<file path="src/rtl/wb_debug_bridge_if.sv">
// rtl/wb_debug_bridge_if.sv - Wishbone B4 single-transaction bus bundle
//
// Purpose: groups the Wishbone signals between the debug bridge (master)
// and the arbiter/cross-bar port (slave).
// Signals:
//   adr[31:0]   address           master -> slave
//   dat_o[31:0] write data        master -> slave
//   we          write enable      master -> slave
//   cyc         bus cycle         master -> slave
//   stb         strobe            master -> slave
//   dat_i[31:0] read data         slave  -> master
//   ack         acknowledge       slave  -> master
interface wb_debug_bridge_if;
    logic [31:0] adr;
    logic [31:0] dat_o;
    logic        we;
    logic        cyc;
    logic        stb;
    logic [31:0] dat_i;
    logic        ack;

    modport master (
        output adr, dat_o, we, cyc, stb,
        input  dat_i, ack
    );

    modport slave (
        input  adr, dat_o, we, cyc, stb,
        output dat_i, ack
    );
endinterface

</file>
<file path="src/rtl/wb_debug_bridge.sv">
// rtl/wb_debug_bridge.sv - UART byte-stream to Wishbone single-cycle debug master
//
// Purpose: decodes host frames from the UART receiver
//   write: 0x57 A3 A2 A1 A0 D3 D2 D1 D0  -> response 0x4B (OK) / 0x45 (ERR)
//   read : 0x52 A3 A2 A1 A0              -> response D3 D2 D1 D0 / 0x45
// and issues exactly one Wishbone transaction per frame, aborting it when
// ACK does not arrive within TIMEOUT strobe cycles.
// Ports:
//   clk       system clock, rising edge
//   rst       asynchronous active-low reset
//   bus       Wishbone master modport
//   rx_data   received byte, qualified by rx_valid
//   rx_valid  one-cycle strobe per received byte
//   tx_data   response byte
//   tx_valid  response byte available
//   tx_ready  transmitter accepts tx_data this cycle
//   busy      high whenever the bridge is not idle
module wb_debug_bridge #(
    parameter int unsigned TIMEOUT = 1024
) (
    input  logic                      clk,
    input  logic                      rst,
    wb_debug_bridge_if.master         bus,
    input  logic [7:0]                rx_data,
    input  logic                      rx_valid,
    output logic [7:0]                tx_data,
    output logic                      tx_valid,
    input  logic                      tx_ready,
    output logic                      busy
);

    localparam logic [7:0]  CMD_WRITE = 8'h57;
    localparam logic [7:0]  CMD_READ  = 8'h52;
    localparam logic [7:0]  RSP_OK    = 8'h4B;
    localparam logic [7:0]  RSP_ERR   = 8'h45;
    localparam logic [15:0] TMO_LAST  = 16'(TIMEOUT - 1);

    typedef enum logic [2:0] {
        S_IDLE,
        S_ADDR,
        S_DATA,
        S_BUS,
        S_RESP
    } state_t;

    state_t      state_q;
    logic [1:0]  cnt_q;
    logic [15:0] tmo_q;
    logic        we_q;
    logic        err_q;
    logic [31:0] addr_q;
    logic [31:0] data_q;

    logic [31:0] bus_adr_q;
    logic [31:0] bus_dat_q;
    logic        bus_we_q;
    logic        bus_cyc_q;
    logic        bus_stb_q;
    logic [7:0]  tx_data_q;
    logic        tx_valid_q;
    logic        busy_q;

    // Response byte at the current index and at the following one; the
    // following one is preloaded on a transfer so that tx_valid stays high
    // across consecutive read-data bytes.
    logic [7:0]  resp_byte_d;
    logic [7:0]  resp_next_d;
    logic        resp_last_d;

    function automatic logic [7:0] sel_byte(input logic [31:0] w, input logic [1:0] idx);
        logic [7:0] b;
        case (idx)
            2'd0:    b = w[31:24];
            2'd1:    b = w[23:16];
            2'd2:    b = w[15:8];
            default: b = w[7:0];
        endcase
        return b;
    endfunction

    always_comb begin
        resp_byte_d = sel_byte(data_q, cnt_q);
        resp_next_d = sel_byte(data_q, cnt_q + 2'd1);
        resp_last_d = (cnt_q == 2'd3);
        if (err_q) begin
            resp_byte_d = RSP_ERR;
            resp_last_d = 1'b1;
        end else if (we_q) begin
            resp_byte_d = RSP_OK;
            resp_last_d = 1'b1;
        end
    end

    always_ff @(posedge clk or negedge rst) begin
        if (!rst) begin
            state_q    <= S_IDLE;
            cnt_q      <= 2'd0;
            tmo_q      <= 16'd0;
            we_q       <= 1'b0;
            err_q      <= 1'b0;
            addr_q     <= 32'd0;
            data_q     <= 32'd0;
            bus_adr_q  <= 32'd0;
            bus_dat_q  <= 32'd0;
            bus_we_q   <= 1'b0;
            bus_cyc_q  <= 1'b0;
            bus_stb_q  <= 1'b0;
            tx_data_q  <= 8'd0;
            tx_valid_q <= 1'b0;
            busy_q     <= 1'b0;
        end else begin
            case (state_q)
                S_IDLE: begin
                    if (rx_valid && (rx_data == CMD_WRITE || rx_data == CMD_READ)) begin
                        we_q    <= (rx_data == CMD_WRITE);
                        data_q  <= 32'd0;
                        cnt_q   <= 2'd0;
                        state_q <= S_ADDR;
                        busy_q  <= 1'b1;
                    end
                end

                S_ADDR: begin
                    if (rx_valid) begin
                        addr_q <= {addr_q[23:0], rx_data};
                        cnt_q  <= cnt_q + 2'd1;
                        if (cnt_q == 2'd3) begin
                            cnt_q <= 2'd0;
                            if (we_q) begin
                                state_q <= S_DATA;
                            end else begin
                                // Bus outputs launch on the edge that captures the last byte.
                                bus_adr_q <= {addr_q[23:0], rx_data};
                                bus_dat_q <= 32'd0;
                                bus_we_q  <= 1'b0;
                                bus_cyc_q <= 1'b1;
                                bus_stb_q <= 1'b1;
                                tmo_q     <= 16'd0;
                                state_q   <= S_BUS;
                            end
                        end
                    end
                end

                S_DATA: begin
                    if (rx_valid) begin
                        data_q <= {data_q[23:0], rx_data};
                        cnt_q  <= cnt_q + 2'd1;
                        if (cnt_q == 2'd3) begin
                            cnt_q     <= 2'd0;
                            bus_adr_q <= addr_q;
                            bus_dat_q <= {data_q[23:0], rx_data};
                            bus_we_q  <= 1'b1;
                            bus_cyc_q <= 1'b1;
                            bus_stb_q <= 1'b1;
                            tmo_q     <= 16'd0;
                            state_q   <= S_BUS;
                        end
                    end
                end

                S_BUS: begin
                    // ACK is checked first so an ACK on the final timeout edge still counts as OK.
                    if (bus.ack || tmo_q == TMO_LAST) begin
                        err_q     <= !bus.ack;
                        if (bus.ack && !we_q) begin
                            data_q <= bus.dat_i;
                        end
                        bus_adr_q <= 32'd0;
                        bus_dat_q <= 32'd0;
                        bus_we_q  <= 1'b0;
                        bus_cyc_q <= 1'b0;
                        bus_stb_q <= 1'b0;
                        cnt_q     <= 2'd0;
                        state_q   <= S_RESP;
                    end else begin
                        tmo_q <= tmo_q + 16'd1;
                    end
                end

                S_RESP: begin
                    if (!tx_valid_q) begin
                        tx_data_q  <= resp_byte_d;
                        tx_valid_q <= 1'b1;
                    end else if (tx_ready) begin
                        if (resp_last_d) begin
                            tx_data_q  <= 8'd0;
                            tx_valid_q <= 1'b0;
                            cnt_q      <= 2'd0;
                            state_q    <= S_IDLE;
                            busy_q     <= 1'b0;
                        end else begin
                            tx_data_q <= resp_next_d;
                            cnt_q     <= cnt_q + 2'd1;
                        end
                    end
                end

                default: begin
                    state_q <= S_IDLE;
                    busy_q  <= 1'b0;
                end
            endcase
        end
    end

    assign bus.adr   = bus_adr_q;
    assign bus.dat_o = bus_dat_q;
    assign bus.we    = bus_we_q;
    assign bus.cyc   = bus_cyc_q;
    assign bus.stb   = bus_stb_q;
    assign tx_data   = tx_data_q;
    assign tx_valid  = tx_valid_q;
    assign busy      = busy_q;

endmodule
</file>
<file path="src/flat_wrapper.sv">
// flat-port wrapper written by rule: the top's interface ports become plain ports
module wb_debug_bridge_flat 
#(
    parameter int unsigned TIMEOUT = 1024
)
  (clk, rst, rx_data, rx_valid, tx_data, tx_valid, tx_ready, busy, bus_adr, bus_dat_o, bus_we, bus_cyc, bus_stb, bus_dat_i, bus_ack);
  wb_debug_bridge_if bus_i ();
  input  logic clk;
  input  logic rst;
  input  logic [7:0] rx_data;
  input  logic rx_valid;
  output logic [7:0] tx_data;
  output logic tx_valid;
  input  logic tx_ready;
  output logic busy;
  output wire logic [$bits(bus_i.adr)-1:0] bus_adr;
  output wire logic [$bits(bus_i.dat_o)-1:0] bus_dat_o;
  output wire logic [$bits(bus_i.we)-1:0] bus_we;
  output wire logic [$bits(bus_i.cyc)-1:0] bus_cyc;
  output wire logic [$bits(bus_i.stb)-1:0] bus_stb;
  input wire logic [$bits(bus_i.dat_i)-1:0] bus_dat_i;
  input wire logic [$bits(bus_i.ack)-1:0] bus_ack;
  assign bus_adr = bus_i.adr;
  assign bus_dat_o = bus_i.dat_o;
  assign bus_we = bus_i.we;
  assign bus_cyc = bus_i.cyc;
  assign bus_stb = bus_i.stb;
  assign bus_i.dat_i = bus_dat_i;
  assign bus_i.ack = bus_ack;
  wb_debug_bridge #(.TIMEOUT(TIMEOUT)) u_core (.clk(clk), .rst(rst), .bus(bus_i), .rx_data(rx_data), .rx_valid(rx_valid), .tx_data(tx_data), .tx_valid(tx_valid), .tx_ready(tx_ready), .busy(busy));
endmodule
</file>
<file path="config.mk">
export PLATFORM = sky130hd
export DESIGN_NAME = wb_debug_bridge_flat
export DESIGN_NICKNAME = d
export VERILOG_FILES = /design/src/rtl/wb_debug_bridge_if.sv /design/src/rtl/wb_debug_bridge.sv /design/src/flat_wrapper.sv
export SDC_FILE = /design/constraint.sdc
export NUM_CORES = 1
export LEC_CHECK = 0
export ABC_AREA = 1
export CAP_MARGIN = 10
export CORE_MARGIN = 2
export CORE_UTILIZATION = 45
export DETAILED_ROUTE_END_ITERATION = 6
export PLACE_DENSITY = 0.7
export SKIP_LAST_GASP = 1
export SLEW_MARGIN = 20
export SYNTH_ARGS = -nofsm -noshare
export SYNTH_HDL_FRONTEND = slang
export SYNTH_SLANG_ARGS = --single-unit
</file>
<file path="constraint.sdc">
create_clock -name clk -period 1.7 [get_ports clk]
set_clock_uncertainty 0.2 [all_clocks]
set_input_delay 0.34 -clock clk [delete_from_list [all_inputs] [get_ports clk]]
set_output_delay 0.34 -clock clk [all_outputs]
set_load 0.05 [all_outputs]
</file>
==> metrics.cfg, run 1 <==
[timing]
setup_viol = 128
postLayoutSetupSlackWorst_ps = -203
slew_viol_final = 0
tightest_slew_ps = 358
fin_crit_ps = 1900
max_freq_mhz = 525
rsz0062_at_grt = true
maxSlewHeadroom_pct = 76.1
worst_hold_slack_ps = 160
finalCritPeriodShare_pct = 112
hold_violations = 0
finalSetupTns_ps = -16160

[power]
power_density_nw_per_um2 = 2190
leakage_nw = 5.91
ir_worst_vdd_mv = 1.29

[clocking]
cts.sinks = 163
clkLatencyLatePin_ps = 430
tritoncts = built
cts-buffers-inserted = 17
clk_pin_slew_ps = 70
clock_path_buffers = 2
cts_root_buf = clkbuf_16
htree_levels = 4

[synth]
yosysWarnings = 0
synth.net_count = 1036
synth.distinct_cells = 29
synth_top_area_cell = dfrtp_1
synth_edf_count = 0
synth_common_cells = 293 x nand2_1, 163 x dfrtp_1, 78 x nor2_1
synth-seq-area-share_pct = 51.3
synthCells = 984
yosysMostFrequentCell = nand2_1
synthTopCellsByArea = dfrtp_1 51%, nand2_1 14%, o21ai_1 4.7%, a21oi_1 4.2%, nor2_1 3.7%
synthFlopType = dfrtp_1
yosys_register_bits = 163
synthArstFlopShare_pct = 100
yosys.area.top_type_share_pct = 51.3
syn_area_per_cell_um2 = 8.08
synth_area_um2 = 7950

[die]
io_pins = 122
std_cell_rows = 48
die_h_um = 137
start_util_pct = 46.0
coreArea_um2 = 17300
die_w_um = 137
die_area_um2 = 18700

[run_status]
violations = setup timing
status = finished, violations left

[layout]
syn_to_final_growth_pct = 60.2
stdcell_area_um2 = 12700
fillers = 1132
fin_util_pct = 73.6
fin_nets = 1264
diodes = 0
drive_above_1_share_pct = 30.6

[drt]
first_pass_iters = 6
wirelength_mm = 26.8
drc = 0
final_antenna_net_count = 0
vias = 8134
routedWlPerCell_um = 18.5
drt_iter0_drc = 849
routed_via_density = 5.61

[global_route]
grt_pass1_vias = 7914
grt_pass1_wl_mm = 40.4
antenna_found_initial = 0
grt_usage_pct = 28.0
grt_max_degree = 36
gr-total-overflow = 0

[setup_path]
cpLargestDelayFamily = buffers and inverters
reg2reg_depth = 10
cp_slowest_stage_delay_ps = 390
crit_chain = inv_2, nand2_4, nor2_4, buf_6, o21ai_4, nand4_4, buf_12, buf_12, nand2_1, o21ai_1
cp-start-kind = flip-flop
critPathBufInv = 4
crit_top_cell = buf_12
worstPathArrival_ps = 2060
cp_max_fo = 12
cp.required_ps = 1850
crit_cells = 10
cp_slowest_cell = dfrtp_1
crit_type = flip-flop to flip-flop
end_kind = flip-flop

[run]
maxCapViolCount = 0

[placement]
io_buffer_count = 121
dp_hpwl_mm = 16.1
place_ws_ps = -485
placed_area_um2 = 10800
gp_congestion = 0.917

[worst_hold_path]
holdCritPathClass = input pin to asynchronous set/reset pin

-- sequential cells by signal, indices dropped and copies added, names as in the netlist, 2 cells and up --
| name | flops |
|---|---|
| u_core.tmo_q | 16 |
| u_core.addr_q | 32 |
| u_core.bus.dat_o | 32 |
| u_core.tx_data | 8 |
| u_core.data_q | 32 |
| u_core.state_q | 3 |
| u_core.bus.adr | 32 |
| u_core.cnt_q | 2 |
-- power by group --
| group | internal [mW] | switching (mW) | total (mW) |
|---|---|---|---|
| Sequential | 5.28 | 1.56 | 6.84 |
| Clock | 2.35 | 1.74 | 4.09 |
| Combinational | 7.73 | 9.22 | 17.0 |
| Total | 15.4 | 12.5 | 27.9 |
-- layout by cell type (no fill, tap or decap), types with 10 or more instances in the layout --
cell type        instances
nor2_1                  68
o21ai_2                 11
nand3_2                 10
a22oi_1                 32
clkbuf_16               21
nand2_1                271
buf_12                  94
dfrtp_1                159
o21ai_1                 72
o21ai_0                 27
nand3_1                 43
clkdlybuf4s50_1         42
nand2_2                 18
buf_6                   15
inv_1                   63
a21oi_1                 56
buf_4                   92
-- final timing paths --
path | start | slack [ps] | end
min in group clk | u_core.addr_q[30] | 280 | u_core.addr_q[30]
setup reg to reg | u_core.state_q[2] | -200 | u_core.data_q[12]
hold reg to reg | u_core.addr_q[30] | 280 | u_core.addr_q[30]
setup / recovery | u_core.state_q[2] | -200 | u_core.data_q[12]
hold / removal | rst | 160 | u_core.bus.adr[14]
max in group asynchronous | rst | 590 | u_core.data_q[19]
-- worst reg2reg max path, stage by stage, from the launching register on --
cell	delay, ps
dfrtp_1	390
inv_2	140
nand2_4	80
nor2_4	200
buf_6	140
o21ai_4	70
nand4_4	100
buf_12	190
buf_12	160
nand2_1	70
o21ai_1	100
-- per-stage QoR --
step,instances,power (mW)
after floorplan,984,13.6
after global placement,1374,19.0
after detailed placement,1374,19.2
after CTS,1432,25.8
after global routing,1450,29.1
final,1450,27.9
-- cell type report --
class,instances,area [um2],area share [%]
Multi-Input combinational cell,696,3950,31.0
Tap cell,225,282,2.21
Sequential cell,163,4080,32.1
Clock buffer,17,425,3.34
Clock inverter,15,194,1.52
Timing Repair Buffer,259,3510,27.5
Inverter,75,293,2.30
-- what timing repair did --
action / CTS / global route
gates resized for setup: 93 / 89
cloned: 8 / 5
hold buffers: 1 / 0
setup endpoints to repair: 130 / 163
hold endpoints to repair: 163 / 0
pin swaps: 30 / 14
setup buffers: 17 / 19
-- routing by layer --
layer | track usage [%] | vias to the layer above | part of all wire, %
met5 | 0 | - | 0
met4 | 9.74 | 0 | 3.2
met3 | 8.15 | 76 | 8.4
met2 | 43.4 | 415 | 47
met1 | 37.8 | 3944 | 41
li1 | - | 3699 | -
-- cell families after synthesis --
logic type | Yosys count | synth area share (%)
flip-flops | 163 | 51.3
XOR/XNOR | 6 | 0.661
buffers and inverters | 127 | 6.72
AND/OR/NAND/NOR | 446 | 22.9
AO/OA/AOI/OAI | 227 | 16.1
adder cells (fa/ha/maj) | 7 | 1.10
multiplexers | 8 | 1.13
Note: power is estimated with default switching activity, not from simulation.
==> run 2: changes to the inputs <==
==> constraint.sdc (replaced) <==
create_clock -name clk -period 1.5 [get_ports clk]
set_clock_uncertainty 0.2 [all_clocks]
set_input_delay 0.3 -clock clk [delete_from_list [all_inputs] [get_ports clk]]
set_output_delay 0.3 -clock clk [all_outputs]
set_load 0.05 [all_outputs]
==> metrics.cfg, run 2 (synthesized netlist as in run 1, its figures left out) <==
[timing]
tightest_slew_ps = 381  ; was 358 ps
setup_viol = 239  ; was 128
fin_crit_ps = 1900  ; about the same
max_freq_mhz = 525  ; about the same
finalCritPeriodShare_pct = 127  ; was 112%
slew_viol_final = 0  ; unchanged
hold_violations = 0  ; unchanged
rsz0062_at_grt = true  ; unchanged
postLayoutSetupSlackWorst_ps = -405  ; was -203 ps
maxSlewHeadroom_pct = 74.4  ; was 76.1%

[setup_path]
crit_type = flip-flop to flip-flop  ; unchanged
cp.required_ps = 1620  ; was 1850 ps
critPathBufInv = 3  ; was 4
cp_slowest_cell = dfrtp_2  ; was dfrtp_1
worstPathArrival_ps = 2020  ; was 2060 ps
cp_slowest_stage_delay_ps = 470  ; was 390 ps
end_kind = flip-flop  ; unchanged
cp_max_fo = 7  ; was 12
cpLargestDelayFamily = buffers and inverters  ; unchanged
cp-start-kind = flip-flop  ; unchanged
crit_chain = buf_4, nand2_2, nor2_4, o21ai_2, nand4_4, buf_12, clkbuf_16, nand2_1, o21ai_1  ; was inv_2, nand2_4, nor2_4, buf_6, o21ai_4, nand4_4, buf_12, buf_12, nand2_1, o21ai_1

[power]
leakage_nw = 5.94  ; was 5.91 nW
power.total_mw = 31.1  ; was 27.9 mW
ir_worst_vdd_mv = 1.48  ; was 1.29 mV
power_density_nw_per_um2 = 2450  ; was 2190 nW/um2

[drt]
dr_wl_met2_mm = 12.8  ; was 12.7 mm
routed.top_layer = met4  ; unchanged
drt_iter0_drc = 806  ; was 849
final_antenna_net_count = 0  ; unchanged
vias = 7936  ; was 8134
wirelength_mm = 26.1  ; was 26.8 mm
first_pass_iters = 7  ; was 6
routedWlPerCell_um = 18.0  ; was 18.5 um
routed_via_density = 5.47  ; was 5.61
drc = 0  ; unchanged
wl_met3_mm = 1.76  ; was 2.24 mm
wl_met1_mm = 11.1  ; was 11.0 mm

[clocking]
htree_levels = 4  ; unchanged
cts_root_buf = clkbuf_16  ; unchanged
clk_pin_slew_ps = 80  ; was 70 ps
tritoncts = built  ; unchanged
cts-buffers-inserted = 17  ; unchanged
clock_path_buffers = 2  ; unchanged
clkLatencyLatePin_ps = 440  ; was 430 ps
cts.sinks = 163  ; unchanged

[global_route]
grt_max_degree = 45  ; was 36
antenna_found_initial = 0  ; unchanged
gr-total-overflow = 0  ; unchanged
grt_pass1_vias = 7276  ; was 7914
grt_usage_pct = 25.5  ; was 28.0%
grt_pass1_wl_mm = 37.1  ; was 40.4 mm

[layout]
fillers = 1196  ; was 1132
diodes = 0  ; unchanged
syn_to_final_growth_pct = 59.9  ; was 60.2%
drive_above_1_share_pct = 30.6  ; about the same
layout_common_cells = 268 x nand2_1, 158 x dfrtp_1, 94 x buf_4, 93 x buf_12, 75 x nor2_1  ; was 271 x nand2_1, 159 x dfrtp_1, 94 x buf_12, 92 x buf_4, 72 x o21ai_1
final_common_cell = nand2_1  ; unchanged
fin_nets = 1265  ; was 1264
instances_no_fill = 1451  ; was 1450

[die]
std_cell_rows = 48  ; unchanged
die_area_um2 = 18700  ; unchanged
die_h_um = 137  ; unchanged
die_w_um = 137  ; unchanged
start_util_pct = 46.0  ; unchanged
coreArea_um2 = 17300  ; unchanged
io_pins = 122  ; unchanged

[placement]
io_buffer_count = 121  ; unchanged
place.detailed.instances = 1385  ; was 1374
place_ws_ps = -557  ; was -485 ps
gp_congestion = 0.903  ; was 0.917
dp_hpwl_mm = 16.3  ; was 16.1 mm

[run]
maxCapViolCount = 0  ; unchanged

[worst_hold_path]
holdCritPathClass = input pin to asynchronous set/reset pin  ; unchanged

[run_status]
violations = setup timing  ; unchanged
status = finished, violations left  ; unchanged

==> run 2: cell count changes in the layout (fill, tap and decap cells not counted), sizes merged <==
cell,previous run,this run
clkbuf,21,28
buf,211,206
bufinv,3,0
clkinv,4,7
clkinvlp,3,1
inv,80,82
clkdlybuf4s50,42,43
dlygate4sd2,1,0
nand2,299,298
==> run 2: stage by stage <==
step | util, % | area (um2) | setup TNS [ps] | hold slack (ps)
floorplan | - | 8170 | -16600 | -196
global placement | 63.7 | 11000 | -68410 | -29.6
detailed placement | 63.7 | 11000 | -70890 | -27.9
CTS | 68.6 | 11900 | -36310 | 65.6
global route | 73.5 | 12700 | -65290 | 57.0
finish | 73.5 | 12700 | -51450 | 63.9
==> run 2: area by class of cell <==
type | count | area, um2 | share of cell area (%)
clock inverters | 15 | 179 | 1.41
clock buffers | 17 | 425 | 3.35
flip-flops and latches | 163 | 4090 | 32.1
well taps | 225 | 282 | 2.21
repair buffers | 261 | 3550 | 27.9
multi-input cells | 695 | 3890 | 30.6
inverters | 75 | 303 | 2.38
==> run 2: timing repair <==
| item | CTS | global route |
|---|---|---|
| hold buffers | 1 | 0 |
| setup buffers | 5 | 11 |
| endpoints found under the setup margin | 240 | 240 |
| pin swaps | 5 | 19 |
| hold endpoints to repair | 163 | 0 |
| resized for setup | 25 | 103 |
| cloned | 2 | 15 |
==> run 2: report_power, final <==
part,total (mW),switching [mW],internal [mW]
combinational,18.9,10.3,8.64
sequential,7.78,1.80,5.99
clock,4.42,2.16,2.26
total,31.1,14.2,16.9
==> run 2: path summary, 6_finish.rpt <==
check / depth (start not counted) / from / end / slack (ps)
worst min-delay path: 2 / rst / u_core.bus.adr[19] / 60
worst min register to register: 2 / u_core.addr_q[27] / u_core.addr_q[27] / 290
worst max register to register: 9 / u_core.state_q[1] / u_core.data_q[0] / -400
max in group asynchronous: 3 / rst / u_core.tx_valid / 510
worst max-delay path: 9 / u_core.state_q[1] / u_core.data_q[0] / -400
min in group clk: 2 / bus_ack / u_core.err_q / 270
==> run 2: per-layer routing <==
| layer | track usage [%] | vias up |
|---|---|---|
| li1 | - | 3706 |
| met1 | 35.6 | 3861 |
| met5 | 0 | - |
| met4 | 6.07 | 0 |
| met2 | 40.3 | 330 |
| met3 | 6.41 | 39 |
